`src/rtl/riscv_dbg_target.sv`:
```
// Per-core debug target: terminates the debug bus, holds control/status/breakpoint
// registers, forwards register-file accesses and flags breakpoint hits on retire.
module riscv_dbg_target #(
  parameter int unsigned XLEN        = 64,
  parameter int unsigned PLEN        = 64,
  parameter int unsigned BREAKPOINTS = 4
) (
  input  logic            clk,
  input  logic            rst,
  input  logic            dbg_stall_i,
  input  logic            dbg_stb_i,
  input  logic            dbg_we_i,
  input  logic [PLEN-1:0] dbg_adr_i,
  input  logic [XLEN-1:0] dbg_dat_i,
  output logic [XLEN-1:0] dbg_dat_o,
  output logic            dbg_ack_o,
  output logic            dbg_bp_o,
  input  logic            pipe_valid_i,
  input  logic [XLEN-1:0] pipe_pc_i,
  input  logic            pipe_ebreak_i,
  output logic            gpr_req_o,
  output logic            gpr_we_o,
  output logic [4:0]      gpr_idx_o,
  output logic [XLEN-1:0] gpr_dat_o,
  input  logic [XLEN-1:0] gpr_dat_i,
  input  logic            gpr_ack_i,
  output logic [XLEN-1:0] npc_o,
  output logic            npc_we_o
);

  localparam int unsigned HitW = 2 + BREAKPOINTS;

  typedef enum logic [1:0] {StIdle, StGpr, StRelease} state_e;

  state_e state_q, state_d;

  logic [1:0]             ctrl_q, ctrl_d;
  logic [HitW-1:0]        hit_q, hit_d, hit_set, hit_clr;
  logic [XLEN-1:0]        npc_q, npc_d;
  logic [XLEN-1:0]        bpadr_q [BREAKPOINTS];
  logic [XLEN-1:0]        bpadr_d [BREAKPOINTS];
  logic [BREAKPOINTS-1:0] bpen_q, bpen_d;
  logic                   ack_q, ack_d;
  logic [XLEN-1:0]        rdat_q, rdat_d;
  logic                   req_q, req_d;
  logic                   gwe_q, gwe_d;
  logic [4:0]             gidx_q, gidx_d;
  logic [XLEN-1:0]        gdat_q, gdat_d;
  logic                   npc_we_q, npc_we_d;
  logic                   npc_wr;
  logic [XLEN-1:0]        int_rdata;

  logic [1:0] region;
  logic [4:0] off;
  logic       unused_adr;

  assign region     = dbg_adr_i[13:12];
  assign off        = dbg_adr_i[7:3];
  assign unused_adr = ^{dbg_adr_i[PLEN-1:14], dbg_adr_i[11:8], dbg_adr_i[2:0]};

  always_comb begin
    hit_set = '0;
    if (pipe_valid_i && !dbg_stall_i) begin
      hit_set[0] = ctrl_q[0];
      hit_set[1] = ctrl_q[1] & pipe_ebreak_i;
      for (int n = 0; n < BREAKPOINTS; n++) begin
        hit_set[2+n] = bpen_q[n] && (bpadr_q[n] == pipe_pc_i);
      end
    end
  end

  always_comb begin
    int_rdata = '0;
    case (off)
      5'd0: int_rdata[1:0] = ctrl_q;
      5'd1: int_rdata[HitW-1:0] = hit_q;
      5'd2: int_rdata = npc_q;
      default: begin
        for (int n = 0; n < BREAKPOINTS; n++) begin
          if (off == 5'(16 + 2 * n)) int_rdata = bpadr_q[n];
          if (off == 5'(17 + 2 * n)) int_rdata[0] = bpen_q[n];
        end
      end
    endcase
  end

  always_comb begin
    state_d  = state_q;
    ctrl_d   = ctrl_q;
    hit_clr  = '0;
    npc_wr   = 1'b0;
    bpadr_d  = bpadr_q;
    bpen_d   = bpen_q;
    ack_d    = 1'b0;
    rdat_d   = rdat_q;
    req_d    = req_q;
    gwe_d    = gwe_q;
    gidx_d   = gidx_q;
    gdat_d   = gdat_q;
    npc_we_d = 1'b0;

    unique case (state_q)
      StIdle: begin
        if (dbg_stb_i) begin
          if (region == 2'd1 && dbg_stall_i) begin
            state_d = StGpr;
            req_d   = 1'b1;
            gwe_d   = dbg_we_i;
            gidx_d  = off;
            gdat_d  = dbg_dat_i;
          end else begin
            state_d = StRelease;
            ack_d   = 1'b1;
            if (!dbg_we_i) begin
              rdat_d = (region == 2'd0) ? int_rdata : '0;
            end else if (region == 2'd0) begin
              case (off)
                5'd0: ctrl_d = dbg_dat_i[1:0];
                5'd1: hit_clr = dbg_dat_i[HitW-1:0];
                5'd2: begin
                  npc_wr   = 1'b1;
                  npc_we_d = 1'b1;
                end
                default: begin
                  for (int n = 0; n < BREAKPOINTS; n++) begin
                    if (off == 5'(16 + 2 * n)) bpadr_d[n] = dbg_dat_i;
                    if (off == 5'(17 + 2 * n)) bpen_d[n] = dbg_dat_i[0];
                  end
                end
              endcase
            end
          end
        end
      end
      StGpr: begin
        if (gpr_ack_i) begin
          state_d = StRelease;
          req_d   = 1'b0;
          gwe_d   = 1'b0;
          ack_d   = 1'b1;
          if (!gwe_q) rdat_d = gpr_dat_i;
        end
      end
      StRelease: begin
        if (!dbg_stb_i) state_d = StIdle;
      end
      default: state_d = StIdle;
    endcase

    // A new hit overrides a same-cycle clear of that bit.
    hit_d = (hit_q & ~hit_clr) | hit_set;
    if (npc_wr) begin
      npc_d = dbg_dat_i;
    end else if (|hit_set) begin
      npc_d = pipe_pc_i;
    end else begin
      npc_d = npc_q;
    end
  end

  always_ff @(posedge clk or posedge rst) begin
    if (rst) begin
      state_q  <= StIdle;
      ctrl_q   <= '0;
      hit_q    <= '0;
      npc_q    <= '0;
      bpen_q   <= '0;
      ack_q    <= 1'b0;
      rdat_q   <= '0;
      req_q    <= 1'b0;
      gwe_q    <= 1'b0;
      gidx_q   <= '0;
      gdat_q   <= '0;
      npc_we_q <= 1'b0;
      for (int n = 0; n < BREAKPOINTS; n++) bpadr_q[n] <= '0;
    end else begin
      state_q  <= state_d;
      ctrl_q   <= ctrl_d;
      hit_q    <= hit_d;
      npc_q    <= npc_d;
      bpen_q   <= bpen_d;
      ack_q    <= ack_d;
      rdat_q   <= rdat_d;
      req_q    <= req_d;
      gwe_q    <= gwe_d;
      gidx_q   <= gidx_d;
      gdat_q   <= gdat_d;
      npc_we_q <= npc_we_d;
      for (int n = 0; n < BREAKPOINTS; n++) bpadr_q[n] <= bpadr_d[n];
    end
  end

  assign dbg_dat_o = rdat_q;
  assign dbg_ack_o = ack_q;
  assign dbg_bp_o  = |hit_q;
  assign gpr_req_o = req_q;
  assign gpr_we_o  = gwe_q;
  assign gpr_idx_o = gidx_q;
  assign gpr_dat_o = gdat_q;
  assign npc_o     = npc_q;
  assign npc_we_o  = npc_we_q;

endmodule

```
`config.mk`:
```
export PLATFORM = sky130hd
export DESIGN_NAME = riscv_dbg_target
export DESIGN_NICKNAME = d
export VERILOG_FILES = /design/src/rtl/riscv_dbg_target.sv
export SDC_FILE = /design/constraint.sdc
export NUM_CORES = 1
export LEC_CHECK = 0
export CAP_MARGIN = 30
export CORE_MARGIN = 2
export CORE_UTILIZATION = 55
export CTS_BUF_LIST = sky130_fd_sc_hd__clkbuf_2
export CTS_CLUSTER_SIZE = 30
export DETAILED_ROUTE_END_ITERATION = 6
export PLACE_DENSITY = 0.95
export SLEW_MARGIN = 30
export SYNTH_ARGS = -nofsm -noshare
export SYNTH_HDL_FRONTEND = slang
export SYNTH_SLANG_ARGS = --single-unit
```
`constraint.sdc`:
```
create_clock -name clk -period 32.7 [get_ports clk]
set_input_delay 4.905 -clock clk [delete_from_list [all_inputs] [get_ports clk]]
set_output_delay 4.905 -clock clk [all_outputs]
set_load 0.02 [all_outputs]
```
* Word level (Yosys, flattened, before mapping) *
Index checks and enable logic that the tools add are counted.

operators by class
  equal/unequal tests = 24
  multiplexer cells = 50
  bitwise operators = 6
  reduce and logical (&&, ||, !) cells = 29

operators by type and width
  kind                number
  $mux 64             13
  $eq 64x64->1        4
  $pmux 64 s2         1
  $pmux 58 s2         1
  $reduce_and 7->1    8
  $mux 6              7
  $eq 5x5->1 const B  8
  $mux 1              18
  $ne 2x2->1 const B  7
  $pmux 2 s3          2
  $pmux 4 s3          1
  $reduce_and 6->1    2
  $reduce_or 6->1     2
  $mux 2              4
  $and 6x6->6         1
  $logic_and 1x1->1   6
  $not 6->6           1
  $or 6x6->6          1
  $pmux 1 s2          3
  $reduce_and 3->1    2
  $eq 5x1->1 const B  1
  $eq 5x2->1 const B  1
  $logic_not 5->1     1
  $eq 2x1->1 const B  2
  other kinds (9)     12

storage, ports and cells
  bits in registers = 471
  logic and storage cells = 128

* Logic depth before layout (Yosys ltp) *
  word-level depth = 16
  gate-level depth with buffers = 12
  depth with buffers taken out = 7

* Worst setup path after synthesis *
OpenSTA, ideal clock, no wires.

  path kind = input -> register
  from = input port pipe_pc_i[47]
  to = register npc_q[0] (netlist: npc_o[0])
  setup time = 0.128 ns
  data arrival time = 6.890 ns
  setup slack = 25.682 ns
  stages on the path = 8
  cell sequence = clkbuf_1 > xnor2_1 > nand4_1 > or4_1 > nor4_2 > nor4_4 > buf_6 > mux2_1

on the way
  cells in the longest elaborated chain, start to end = 5
  elaborated cells on any way between the ends = 11
  those cells by class = eq/ne (4); mux (1); reduce/logical (6)

ends and longest elaborated chain
  item                           RTL line  text
  from (decl)                    19        input logic [XLEN-1:0] pipe_pc_i,
  $eq 64x64->1                   67        hit_set[2+n] = bpen_q[n] && (bpadr_q[n] == pipe_pc_i);
  $logic_and 1x1->1              67
  $mux 6 *                       63        if (pipe_valid_i && !dbg_stall_i) begin
  $reduce_or 6->1 *              154       end else if (|hit_set) begin
  $reduce_bool 2->1 (no line) *  n/a
  to (signal assigned)           180       npc_q <= npc_d;
  to (decl)                      39        logic [XLEN-1:0] npc_q, npc_d;

Every way passes the cells marked *; elsewhere a longest branch is shown, timed or not.
A chain may end at the register's enable or synchronous reset.

* Worst setup path in the final report *
  from = input port pipe_pc_i[27]
  to = register npc_q[30] (netlist: npc_o[30])

The elaborated chain is that of the path after synthesis.

==> flow_summary.toml <==
[status]
status = "finished, violations left"
violations = "design-rule violations"

[layout]
layout-drive-gt1-share = 0.259
final_cell_mix = "dfrtp_1, clkdlybuf4s50_1, mux2_2"
final_nets = 2588
fillers = 2900
syn_to_final_growth_pct = 23.0
final_util = 0.686
final_common_cell = "dfrtp_1"

[synthesis]
synth_nets = 2211
yosysWarnings = 0
netlist.area_leader.share = 0.503
yosysSeqAreaShare = 0.503
synth_edf_count = 0
synth_area_sq_um = 23400
syn_inst = 1947
avgSynthCellArea_sq_um = 12.0
yosysUniqueCellTypes = 48
yosysTopAreaCell = "dfrtp_1"
async_flop_share = 1.00
synth_flop_cell = "dfrtp_1"
synth_area_leaders = "dfrtp_1, mux2_2, xnor2_1"
ys_ff_latch = 471

[clock_network]
cts_made_buffers = 120
cts_tree = "built"
cts_hold_buf = 0
cts_sinks = 471
ctsLongestPathBuffers = 3
insertion_delay_ps = 1190
cts_setup_buffers = 0
clockRootBuffer = "clkbuf_2"
cts_resized = 0
clkTransAtPathRegs_ps = 90
cts.htree.levels = 3

[worst_setup_path]
timing.rr.start = "bpadr_q[91]"
cp_max_fo = 36
cp-endpoint = "npc_o[30]"
r2r_end = "npc_o[30]"
crit_start = "pipe_pc_i[27]"
crit_required_ps = 33690
critPathArrivalTime_ps = 8660
ff2ff_setup_slack_ps = 28950
critPathKind = "in -> reg"
worstRegToRegCells = 8
cp-start-kind = "input pin"
crit_path_end_kind = "register"

[global_route]
grt_first_pass_wirelength_um = 122000
grt_max_degree = 171
antenna_found_initial = 5
grt_pass1_vias = 19300
overflow = 0
grt_use_total = 0.369

[floorplan]
dieArea_sq_um = 44300
die_w_um = 210
initial_core_util = 0.558
core_area_sq_um = 42000
ioPinCount = 466
die_y_um = 210
rows = 75

[pwr]
ir_worst_vdd_uv = 41.9
p_leak_nw = 12.7
finalPower_mw = 1.47
p_per_area_nw_per_um2 = 51.1

[place]
globalplace.congestion = 1.01
portBuffers = 408
dp_hpwl_um = 57600

[drt]
route.detailed.drc = 25
dr.pass1.iters = 7
wl_um = 82600
first_iter_violations = 2707
avgRoutedWirePerCell_um = 28.0
ant_nets = 0
vias = 19100
via_per_inst = 6.47

[sta]
rsz0062_at_grt = "no"
tightest_slew_ps = 1040
whs_ps = 508
finalMaxSlewViolations = 0
period_needed_ps = 7680
fin_crit_sh = 0.235
relSlewSlack = 0.305
hold_violations = 0
tns_ps = 0
maxClockFrequency_mhz = 130
final.setup_skew_ps = 94.6
setup_violations = 0

[flow_run]
maxCapViolations = 0

[min_path]
hold_class = "reg -> reg"
-- synthesized netlist by cell type (all sizes together), types with 15 or more instances --
| master | count |
|---|---|
| xor2 | 102 |
| buf | 52 |
| a21oi | 195 |
| o21ai | 15 |
| a222oi | 63 |
| a22oi | 59 |
| nand2 | 32 |
| clkbuf | 123 |
| xnor2 | 152 |
| nand4 | 43 |
| nor2 | 78 |
| nor4 | 35 |
| dfrtp | 471 |
| mux2 | 458 |
-- kinds of logic (layout without fill, tap and decap cells) --
logic type,count (synthesis),in the layout,share of synthesized area
other cells,0,3,0
flops,471,471,0.503
xor+xnor,254,254,0.0949
mux,459,459,0.221
compound gates,353,353,0.0976
buf+inv,181,644,0.0330
simple gates,229,229,0.0510
-- state kept, by name (all words and copies together), names as in the netlist, 2 cells and up --
register / flops
npc_o: 64
state_q: 2
hit_q: 6
ctrl_q: 2
gpr_idx_o: 5
bpadr_q: 256
gpr_dat_o: 64
bpen_q: 4
dbg_dat_o: 64
-- routing by layer --
layer  part of all wire  wire length (um)  vias to the layer above  GRT usage
met5            0.00083                69                        -          0
met4              0.055              4530                        4      0.185
met3               0.11              9100                      288     0.0992
met2               0.46             38000                     1380      0.584
met1               0.37             30900                     9522      0.471
li1                   -                 -                     7898          -
-- worst max-delay path: stages --
cell             delay [ps]
clkdlybuf4s50_1         570
xnor2_1                 450
o221ai_1                200
a2111oi_0               740
nand4_1                 220
nor4_2                  720
nor4_4                   90
buf_4                   310
mux2_1                  400
-- per-stage QoR --
stage | instance area [sq um] | std cells | setup WS (ps)
6_report | 28800 | 2952 | 25020
5_1_grt | 28800 | 2950 | 24970
4_1_cts | 28800 | 2948 | 25150
3_5_place_dp | 27800 | 2740 | 24020
3_3_place_gp | 27700 | 2736 | 24050
2_1_floorplan | 23400 | 1947 | 14660
-- power breakdown --
group / internal [mW] / switching, mW / leakage [nW]
registers: 0.649 / 0.0493 / 6.25
logic: 0.180 / 0.200 / 5.66
clock network: 0.146 / 0.251 / 0.814
total: 0.975 / 0.500 / 12.7
-- how the worst min path moves through the flow --
stage	start	endpoint	depth (start not counted)
6_report	gpr_dat_o[14]	gpr_dat_o[14]	1
5_1_grt	gpr_dat_o[14]	gpr_dat_o[14]	1
4_1_cts	gpr_dat_o[14]	gpr_dat_o[14]	1
3_5_place_dp	gpr_dat_o[21]	gpr_dat_o[21]	1
3_3_place_gp	gpr_dat_o[0]	gpr_dat_o[0]	1
2_1_floorplan	hit_q[2]	hit_q[2]	2
-- layout make-up --
class | instances | area (sq um) | area share
sequential | 471 | 11800 | 0.409
multi-input combinational | 1295 | 11000 | 0.381
timing repair buffer | 430 | 4350 | 0.151
clock buffer | 181 | 906 | 0.0314
tap | 539 | 674 | 0.0234
clock inverter | 27 | 109 | 0.00377
inverter | 6 | 30.0 | 0.00104
antenna | 3 | 7.51 | 0.000260
Power figures use the tool's default switching activity.
